### config.mk
export PLATFORM = sky130hd
export DESIGN_NAME = tx_controller
export DESIGN_NICKNAME = d
export VERILOG_FILES = /design/src/rtl/tx_pkg.sv /design/src/rtl/tx_crc16.sv /design/src/rtl/tx_controller.sv
export SDC_FILE = /design/constraint.sdc
export NUM_CORES = 1
export LEC_CHECK = 0
export ABC_AREA = 1
export CELL_PAD_IN_SITES_DETAIL_PLACEMENT = 1
export CELL_PAD_IN_SITES_GLOBAL_PLACEMENT = 2
export CORE_MARGIN = 10
export CORE_UTILIZATION = 30
export CTS_CLUSTER_SIZE = 40
export DETAILED_ROUTE_END_ITERATION = 10
export PLACE_DENSITY_LB_ADDON = 0.1
export SLEW_MARGIN = 20
export SYNTH_ARGS = -nofsm -noshare
export SYNTH_HDL_FRONTEND = slang
export SYNTH_SLANG_ARGS = --single-unit
### constraint.sdc
create_clock -name clk -period 1.75 [get_ports clk]
set_clock_uncertainty 0.1 [all_clocks]
set_input_delay 0.35 -clock clk [delete_from_list [all_inputs] [get_ports clk]]
set_output_delay 0.35 -clock clk [all_outputs]
set_load 0.05 [all_outputs]
### src/rtl/tx_pkg.sv
// Shared types and constants for the packet transmit controller.
// TX_CRC16_EN selects the built-in CRC16 generator and its two CRC states.
package tx_pkg;

`ifdef TX_CRC16_EN
    typedef enum logic [2:0] {
        IDLE, SYNC, PID, DATA, CRC_LO, CRC_HI, EOP, DONE
    } tx_state_t;
`else
    typedef enum logic [2:0] {
        IDLE, SYNC, PID, DATA, EOP, DONE
    } tx_state_t;
`endif

    localparam logic [7:0]  SYNC_BYTE     = 8'h80;
    localparam logic [1:0]  PID_TYPE_HSK  = 2'b10;
    localparam logic [1:0]  PID_TYPE_DATA = 2'b11;
    localparam logic [15:0] CRC_INIT      = 16'hFFFF;
    localparam logic [15:0] CRC_POLY_REF  = 16'hA001;

    // Reflected CRC16 (0x8005), one whole byte per call, LSB first.
    function automatic logic [15:0] crc16_byte(input logic [15:0] crc_in,
                                               input logic [7:0]  data_in);
        logic [15:0] c;
        c = crc_in ^ {8'h00, data_in};
        for (int i = 0; i < 8; i++) begin
            if (c[0]) c = (c >> 1) ^ CRC_POLY_REF;
            else      c = c >> 1;
        end
        return c;
    endfunction

endpackage

### src/rtl/tx_crc16.sv
// Running USB CRC16 over the payload, updated one byte per enabled cycle.
// Only instantiated when TX_CRC16_EN is defined.
module tx_crc16
    import tx_pkg::*;
(
    input  logic        clk,
    input  logic        rst,
    input  logic        clr,
    input  logic        en,
    input  logic [7:0]  data,
    output logic [15:0] crc
);

    logic [15:0] crc_reg;

    always_ff @(posedge clk or posedge rst) begin
        if (rst) begin
            crc_reg <= CRC_INIT;
        end else if (clr) begin
            crc_reg <= CRC_INIT;
        end else if (en) begin
            crc_reg <= crc16_byte(crc_reg, data);
        end
    end

    assign crc = crc_reg;

endmodule

### src/rtl/tx_controller.sv
// Packet transmit sequencer: SYNC, PID, payload, optional CRC16, then EOP.
// Define TX_CRC16_EN to append a generated CRC16; otherwise upstream supplies it.
module tx_controller
    import tx_pkg::*;
#(
    parameter int MAX_PKT_BYTES = 64
) (
    input  logic       clk,
    input  logic       rst,
    input  logic       tx_start,
    input  logic [3:0] tx_pid,
    input  logic       fifo_empty,
    input  logic [7:0] fifo_rdata,
    output logic       fifo_pop,
    input  logic       byte_done,
    input  logic       bit_done,
    output logic       timer_en,
    output logic       timer_clr,
    output logic       load_byte,
    output logic [7:0] tx_byte,
    output logic       eop_req,
    output logic       tx_busy,
    output logic       tx_done,
    output logic       tx_error
);

`ifdef TX_CRC16_EN
    localparam int PAYLOAD_LIMIT = MAX_PKT_BYTES;
    localparam int CNT_W         = $clog2(MAX_PKT_BYTES + 1);
`else
    // Counter also covers the two CRC bytes streamed from the FIFO.
    localparam int PAYLOAD_LIMIT = MAX_PKT_BYTES + 2;
    localparam int CNT_W         = $clog2(MAX_PKT_BYTES + 3);
`endif
    localparam logic [CNT_W-1:0] CNT_LIMIT = CNT_W'(PAYLOAD_LIMIT);
    localparam logic [CNT_W-1:0] CNT_ONE   = CNT_W'(1);

    tx_state_t        state_reg, state_next;
    logic [3:0]       pid_reg, pid_next;
    logic [CNT_W-1:0] cnt_reg, cnt_next;
    logic [1:0]       eop_bits_reg, eop_bits_next;

    logic       fifo_pop_reg,  fifo_pop_next;
    logic       timer_en_reg,  timer_en_next;
    logic       timer_clr_reg, timer_clr_next;
    logic       load_byte_reg, load_byte_next;
    logic [7:0] tx_byte_reg,   tx_byte_next;
    logic       eop_req_reg,   eop_req_next;
    logic       tx_busy_reg,   tx_busy_next;
    logic       tx_done_reg,   tx_done_next;
    logic       tx_error_reg,  tx_error_next;

    logic start_ok;
    logic more_payload;

    assign start_ok     = (tx_pid[1:0] == PID_TYPE_DATA) || (tx_pid[1:0] == PID_TYPE_HSK);
    assign more_payload = !fifo_empty && (cnt_reg < CNT_LIMIT);

`ifdef TX_CRC16_EN
    logic [15:0] crc_val;

    // Each popped byte enters the CRC in the cycle it is loaded.
    tx_crc16 u_crc (
        .clk  (clk),
        .rst  (rst),
        .clr  (timer_clr_next),
        .en   (fifo_pop_next),
        .data (fifo_rdata),
        .crc  (crc_val)
    );
`endif

    always_ff @(posedge clk or posedge rst) begin
        if (rst) begin
            state_reg     <= IDLE;
            pid_reg       <= 4'h0;
            cnt_reg       <= '0;
            eop_bits_reg  <= 2'd0;
            fifo_pop_reg  <= 1'b0;
            timer_en_reg  <= 1'b0;
            timer_clr_reg <= 1'b0;
            load_byte_reg <= 1'b0;
            tx_byte_reg   <= 8'h00;
            eop_req_reg   <= 1'b0;
            tx_busy_reg   <= 1'b0;
            tx_done_reg   <= 1'b0;
            tx_error_reg  <= 1'b0;
        end else begin
            state_reg     <= state_next;
            pid_reg       <= pid_next;
            cnt_reg       <= cnt_next;
            eop_bits_reg  <= eop_bits_next;
            fifo_pop_reg  <= fifo_pop_next;
            timer_en_reg  <= timer_en_next;
            timer_clr_reg <= timer_clr_next;
            load_byte_reg <= load_byte_next;
            tx_byte_reg   <= tx_byte_next;
            eop_req_reg   <= eop_req_next;
            tx_busy_reg   <= tx_busy_next;
            tx_done_reg   <= tx_done_next;
            tx_error_reg  <= tx_error_next;
        end
    end

    always_comb begin
        state_next     = state_reg;
        pid_next       = pid_reg;
        cnt_next       = cnt_reg;
        eop_bits_next  = eop_bits_reg;
        tx_byte_next   = tx_byte_reg;
        fifo_pop_next  = 1'b0;
        timer_clr_next = 1'b0;
        load_byte_next = 1'b0;
        tx_error_next  = 1'b0;

        case (state_reg)
            IDLE: begin
                if (tx_start) begin
                    if (start_ok) begin
                        state_next     = SYNC;
                        pid_next       = tx_pid;
                        cnt_next       = '0;
                        timer_clr_next = 1'b1;
                        load_byte_next = 1'b1;
                        tx_byte_next   = SYNC_BYTE;
                    end else begin
                        tx_error_next  = 1'b1;
                    end
                end
            end
            SYNC: begin
                if (byte_done) begin
                    state_next     = PID;
                    load_byte_next = 1'b1;
                    tx_byte_next   = {~pid_reg, pid_reg};
                end
            end
            PID: begin
                if (byte_done) begin
                    if (pid_reg[1:0] == PID_TYPE_HSK) begin
                        state_next = EOP;
                    end else if (!fifo_empty) begin
                        state_next     = DATA;
                        load_byte_next = 1'b1;
                        fifo_pop_next  = 1'b1;
                        tx_byte_next   = fifo_rdata;
                        cnt_next       = cnt_reg + CNT_ONE;
                    end else begin
`ifdef TX_CRC16_EN
                        state_next     = CRC_LO;
                        load_byte_next = 1'b1;
                        tx_byte_next   = ~crc_val[7:0];
`else
                        state_next     = EOP;
`endif
                    end
                end
            end
            DATA: begin
                if (byte_done) begin
                    if (more_payload) begin
                        load_byte_next = 1'b1;
                        fifo_pop_next  = 1'b1;
                        tx_byte_next   = fifo_rdata;
                        cnt_next       = cnt_reg + CNT_ONE;
                    end else begin
`ifdef TX_CRC16_EN
                        state_next     = CRC_LO;
                        load_byte_next = 1'b1;
                        tx_byte_next   = ~crc_val[7:0];
`else
                        state_next     = EOP;
`endif
                    end
                end
            end
`ifdef TX_CRC16_EN
            CRC_LO: begin
                if (byte_done) begin
                    state_next     = CRC_HI;
                    load_byte_next = 1'b1;
                    tx_byte_next   = ~crc_val[15:8];
                end
            end
            CRC_HI: begin
                if (byte_done) begin
                    state_next = EOP;
                end
            end
`endif
            EOP: begin
                // Line is held in EOP for three bit times.
                if (bit_done) begin
                    if (eop_bits_reg == 2'd2) begin
                        state_next    = DONE;
                        eop_bits_next = 2'd0;
                    end else begin
                        eop_bits_next = eop_bits_reg + 2'd1;
                    end
                end
            end
            DONE: begin
                state_next = IDLE;
            end
            default: begin
                state_next = IDLE;
            end
        endcase

        timer_en_next = (state_next != IDLE) && (state_next != DONE);
        eop_req_next  = (state_next == EOP);
        tx_busy_next  = (state_next != IDLE);
        tx_done_next  = (state_next == DONE);
    end

    assign fifo_pop  = fifo_pop_reg;
    assign timer_en  = timer_en_reg;
    assign timer_clr = timer_clr_reg;
    assign load_byte = load_byte_reg;
    assign tx_byte   = tx_byte_reg;
    assign eop_req   = eop_req_reg;
    assign tx_busy   = tx_busy_reg;
    assign tx_done   = tx_done_reg;
    assign tx_error  = tx_error_reg;

endmodule

==> results.md <==
- DR vias: 1487
- CTS tree: built
- Critical path depth: 10
- Critical Path AT: 1.65 ns
- Sequential area share after synthesis: 0.4558
- PortBufs: 33
- Min-Delay Path Class: primary input to async pin
- Total congestion overflow: 0
- Setup TNS: 0 ns
- Type of the worst setup path: primary input to flop
- TritonCTS buffer count: 5
- Pre-CTS setup slack: -0.1472 ns
- Fin crit share: 0.9033
- Number of global-route vias before repair: 1600
- Area share of the largest cell type after synthesis: 0.4558
- Syn_nets: 232
- Post-Synthesis Cells: 213
- Final setup fails: 0
- Post-synth cell types: 30
- Outcome: completed
- Ys flop type: dfrtp_1
- Largest net degree at the start of global routing: 33
- Max-Cap Viols: 0
- PD cells: 1596 nW/um2
- CP most frequent cell: nand2_1
- Crit path launch type: primary input
- # diodes: 0
- Slowest CP cell: clkdlybuf4s50_1
- Antenna violations before repair: 0
- Slew Viols, Final: 0
- Post-synth EDFFs: 0
- Core ar.: 5608 um2
- Crit path buffers/inverters: 3
- Hold_ws: 0.3355 ns
- PnR worst setup slack: 0.1692 ns
- ANT nets after route: 0
- Worst slew pin tran: 0.2475 ns
- Crit path cell chain: clkdlybuf4s50_1 -> nand2_1 -> inv_1 -> nand3_2 -> buf_4 -> nand3_1 -> nor2_2 -> nand4_1 -> nand2_1 -> nand2_1
- Clock buffer depth: 2
- Clock-pin slew on the worst setup and hold paths: 0.06 ns
- Syn-to-layout area delta: 33.05%
- Tot Pwr: 3.731 mW
- Peak VDD IR: 704.8 uV
- Critical Path End: timer_en$_DFF_PP0_
- Die area: 9316 um2
- Final WL: 4456 um
- Worst-skew pair later-pin latency: 0.27 ns
- Mapped cell area: 1757 um2
- Max Freq: 632.6 MHz
- Share of layout cells above drive strength 1: 0.3071
- Synth Register Bits: 32
- Initial drt markers: 39
- Leak: 1.217 nW
- Dominant cell type by area after synthesis: dfrtp_1
- RR Endpoint: timer_en$_DFF_PP0_
- CP peak stage delay: 0.42 ns
- CP Capture Type: flop
- DR vias/cell: 4.386
- Register-to-Register Path Depth: 8
- Final hold vios: 0
- Slew margin rel.: 0.8350
- Worst Path Max Fanout: 3
- Residual DRC: 0
- Starting Density: 0.3133
- Hpwl dp: 3512 um
- Top post-synthesis cells by area: dfrtp_1 46%, nand2_1 11%, o21ai_2 7.5%
- Nets: 288
- Reg-to-Reg Start: state_reg[1]$_DFF_PP0_
- Die height: 96.52 um
- Post-synth ARST share: 1.000
- Top delay family on crit path: simple AND/OR/NAND/NOR gates
- Drt wl/cell: 13.14 um
- GPL Wtd Cong: 0.8440
- Critical path data required time: 1.82 ns
- Setup bufs post-CTS: 0
- Worst setup path start: tx_start
- Largest register FFs: 8
- Row count: 27
- Die Width: 96.52 um
- Io pins: 34
- Final core utilization: 0.4168
- CTS sink count: 32
- Clock Tree Root: clkbuf_8
- Global-route wire length before repair: 7590 um
- Fillers: 698
- FF-to-FF setup slack: 0.18 ns
- Mean post-synth cell area: 8.247 um2
- Warnings from Yosys: 0
- RSZ-0062 raised after global routing: no
- CTS H-tree depth: 2
- Tmin final: 1.581 ns
- GRT Total Usage: 0.1034
- Drt first pass iters: 4
==> cells in the mapped netlist, types with 2 or more instances <==
cell / count
o21ai_2: 15
nor2_1: 13
o21ai_0: 12
nand4_1: 3
inv_1: 34
a21oi_1: 3
o21ai_1: 2
nor2_2: 4
nand3_1: 12
nand2_2: 6
buf_6: 2
nand3_2: 3
nand2_1: 52
dfrtp_1: 32
inv_2: 4
a31o_2: 2
==> logic make-up after synthesis <==
logic type / share of synthesized area
simple gates: 0.2821
xor+xnor: 0.004987
compound gates: 0.1417
flops: 0.4558
buf+inv: 0.1083
fa+ha+maj: 0.007121
==> routing by layer <==
layer / global-route usage / share of wire
met4: 0.03269 / 0.010
met5: 0 / 0
met1: 0.1317 / 0.47
met3: 0.02853 / 0.047
met2: 0.1659 / 0.47
==> report_power, final <==
group	switching, mW	internal (mW)
Sequential	0.156	0.984
Combinational	1.35	0.752
Clock	0.231	0.255
Total	1.74	1.99
==> worst min-delay path by stage <==
stage                           start                     end  slack [ns]  cells after the start
5_1_grt                           rst  cnt_reg[2]$_DFFE_PP0P_        0.37                      3
4_1_cts                           rst  cnt_reg[6]$_DFFE_PP0P_        0.34                      3
6_report                          rst  cnt_reg[3]$_DFFE_PP0P_        0.34                      3
3_5_place_dp   tx_byte[0]$_DFFE_PP0P_  tx_byte[0]$_DFFE_PP0P_        0.42                      2
2_1_floorplan               tx_pid[1]      tx_error$_DFF_PP0_        0.32                      1
3_3_place_gp   tx_byte[4]$_DFFE_PP0P_  tx_byte[4]$_DFFE_PP0P_        0.42                      2
==> metrics by stage <==
stage	std cells	cell area, um2
floorplan	213	1757
global route	339	2337
finish	339	2337
global placement	334	2265
CTS	339	2333
detailed placement	334	2265
==> cell type report <==
cell class,count,area [um2],share of cell area
Tap cell,72,90.09,0.03854
Inverter,38,142.6,0.06103
Timing Repair Buffer,53,465.4,0.1991
Sequential cell,32,802.0,0.3431
Clock buffer,5,68.82,0.02944
Multi-Input combinational cell,139,768.2,0.3287
==> cells in the final DEF (no fill, tap or decap), types with 2 or more instances in the layout <==
cell type,count
a31o_2,2
nand3_2,3
clkdlybuf4s50_1,17
inv_2,4
buf_12,2
o21ai_1,2
nand2_2,6
nand3_1,12
buf_4,34
nor2_1,12
dfrtp_1,31
inv_1,34
o21ai_2,15
nand4_1,3
nor2_2,5
a21oi_1,3
nand2_1,52
clkbuf_8,5
o21ai_0,12
==> worst register-to-register path: cells and delay by family, from the launching register on <==
family,cells,cell delay [ns]
AND/OR/NAND/NOR,7,0.78
flip-flops,1,0.44
buffers and inverters,1,0.15
==> repair_timing <==
item,in CTS,in global routing
endpoints found under the setup margin,0,2
hold buffers,0,0
gates resized for setup,0,2
Power figures use the tool's default switching activity.
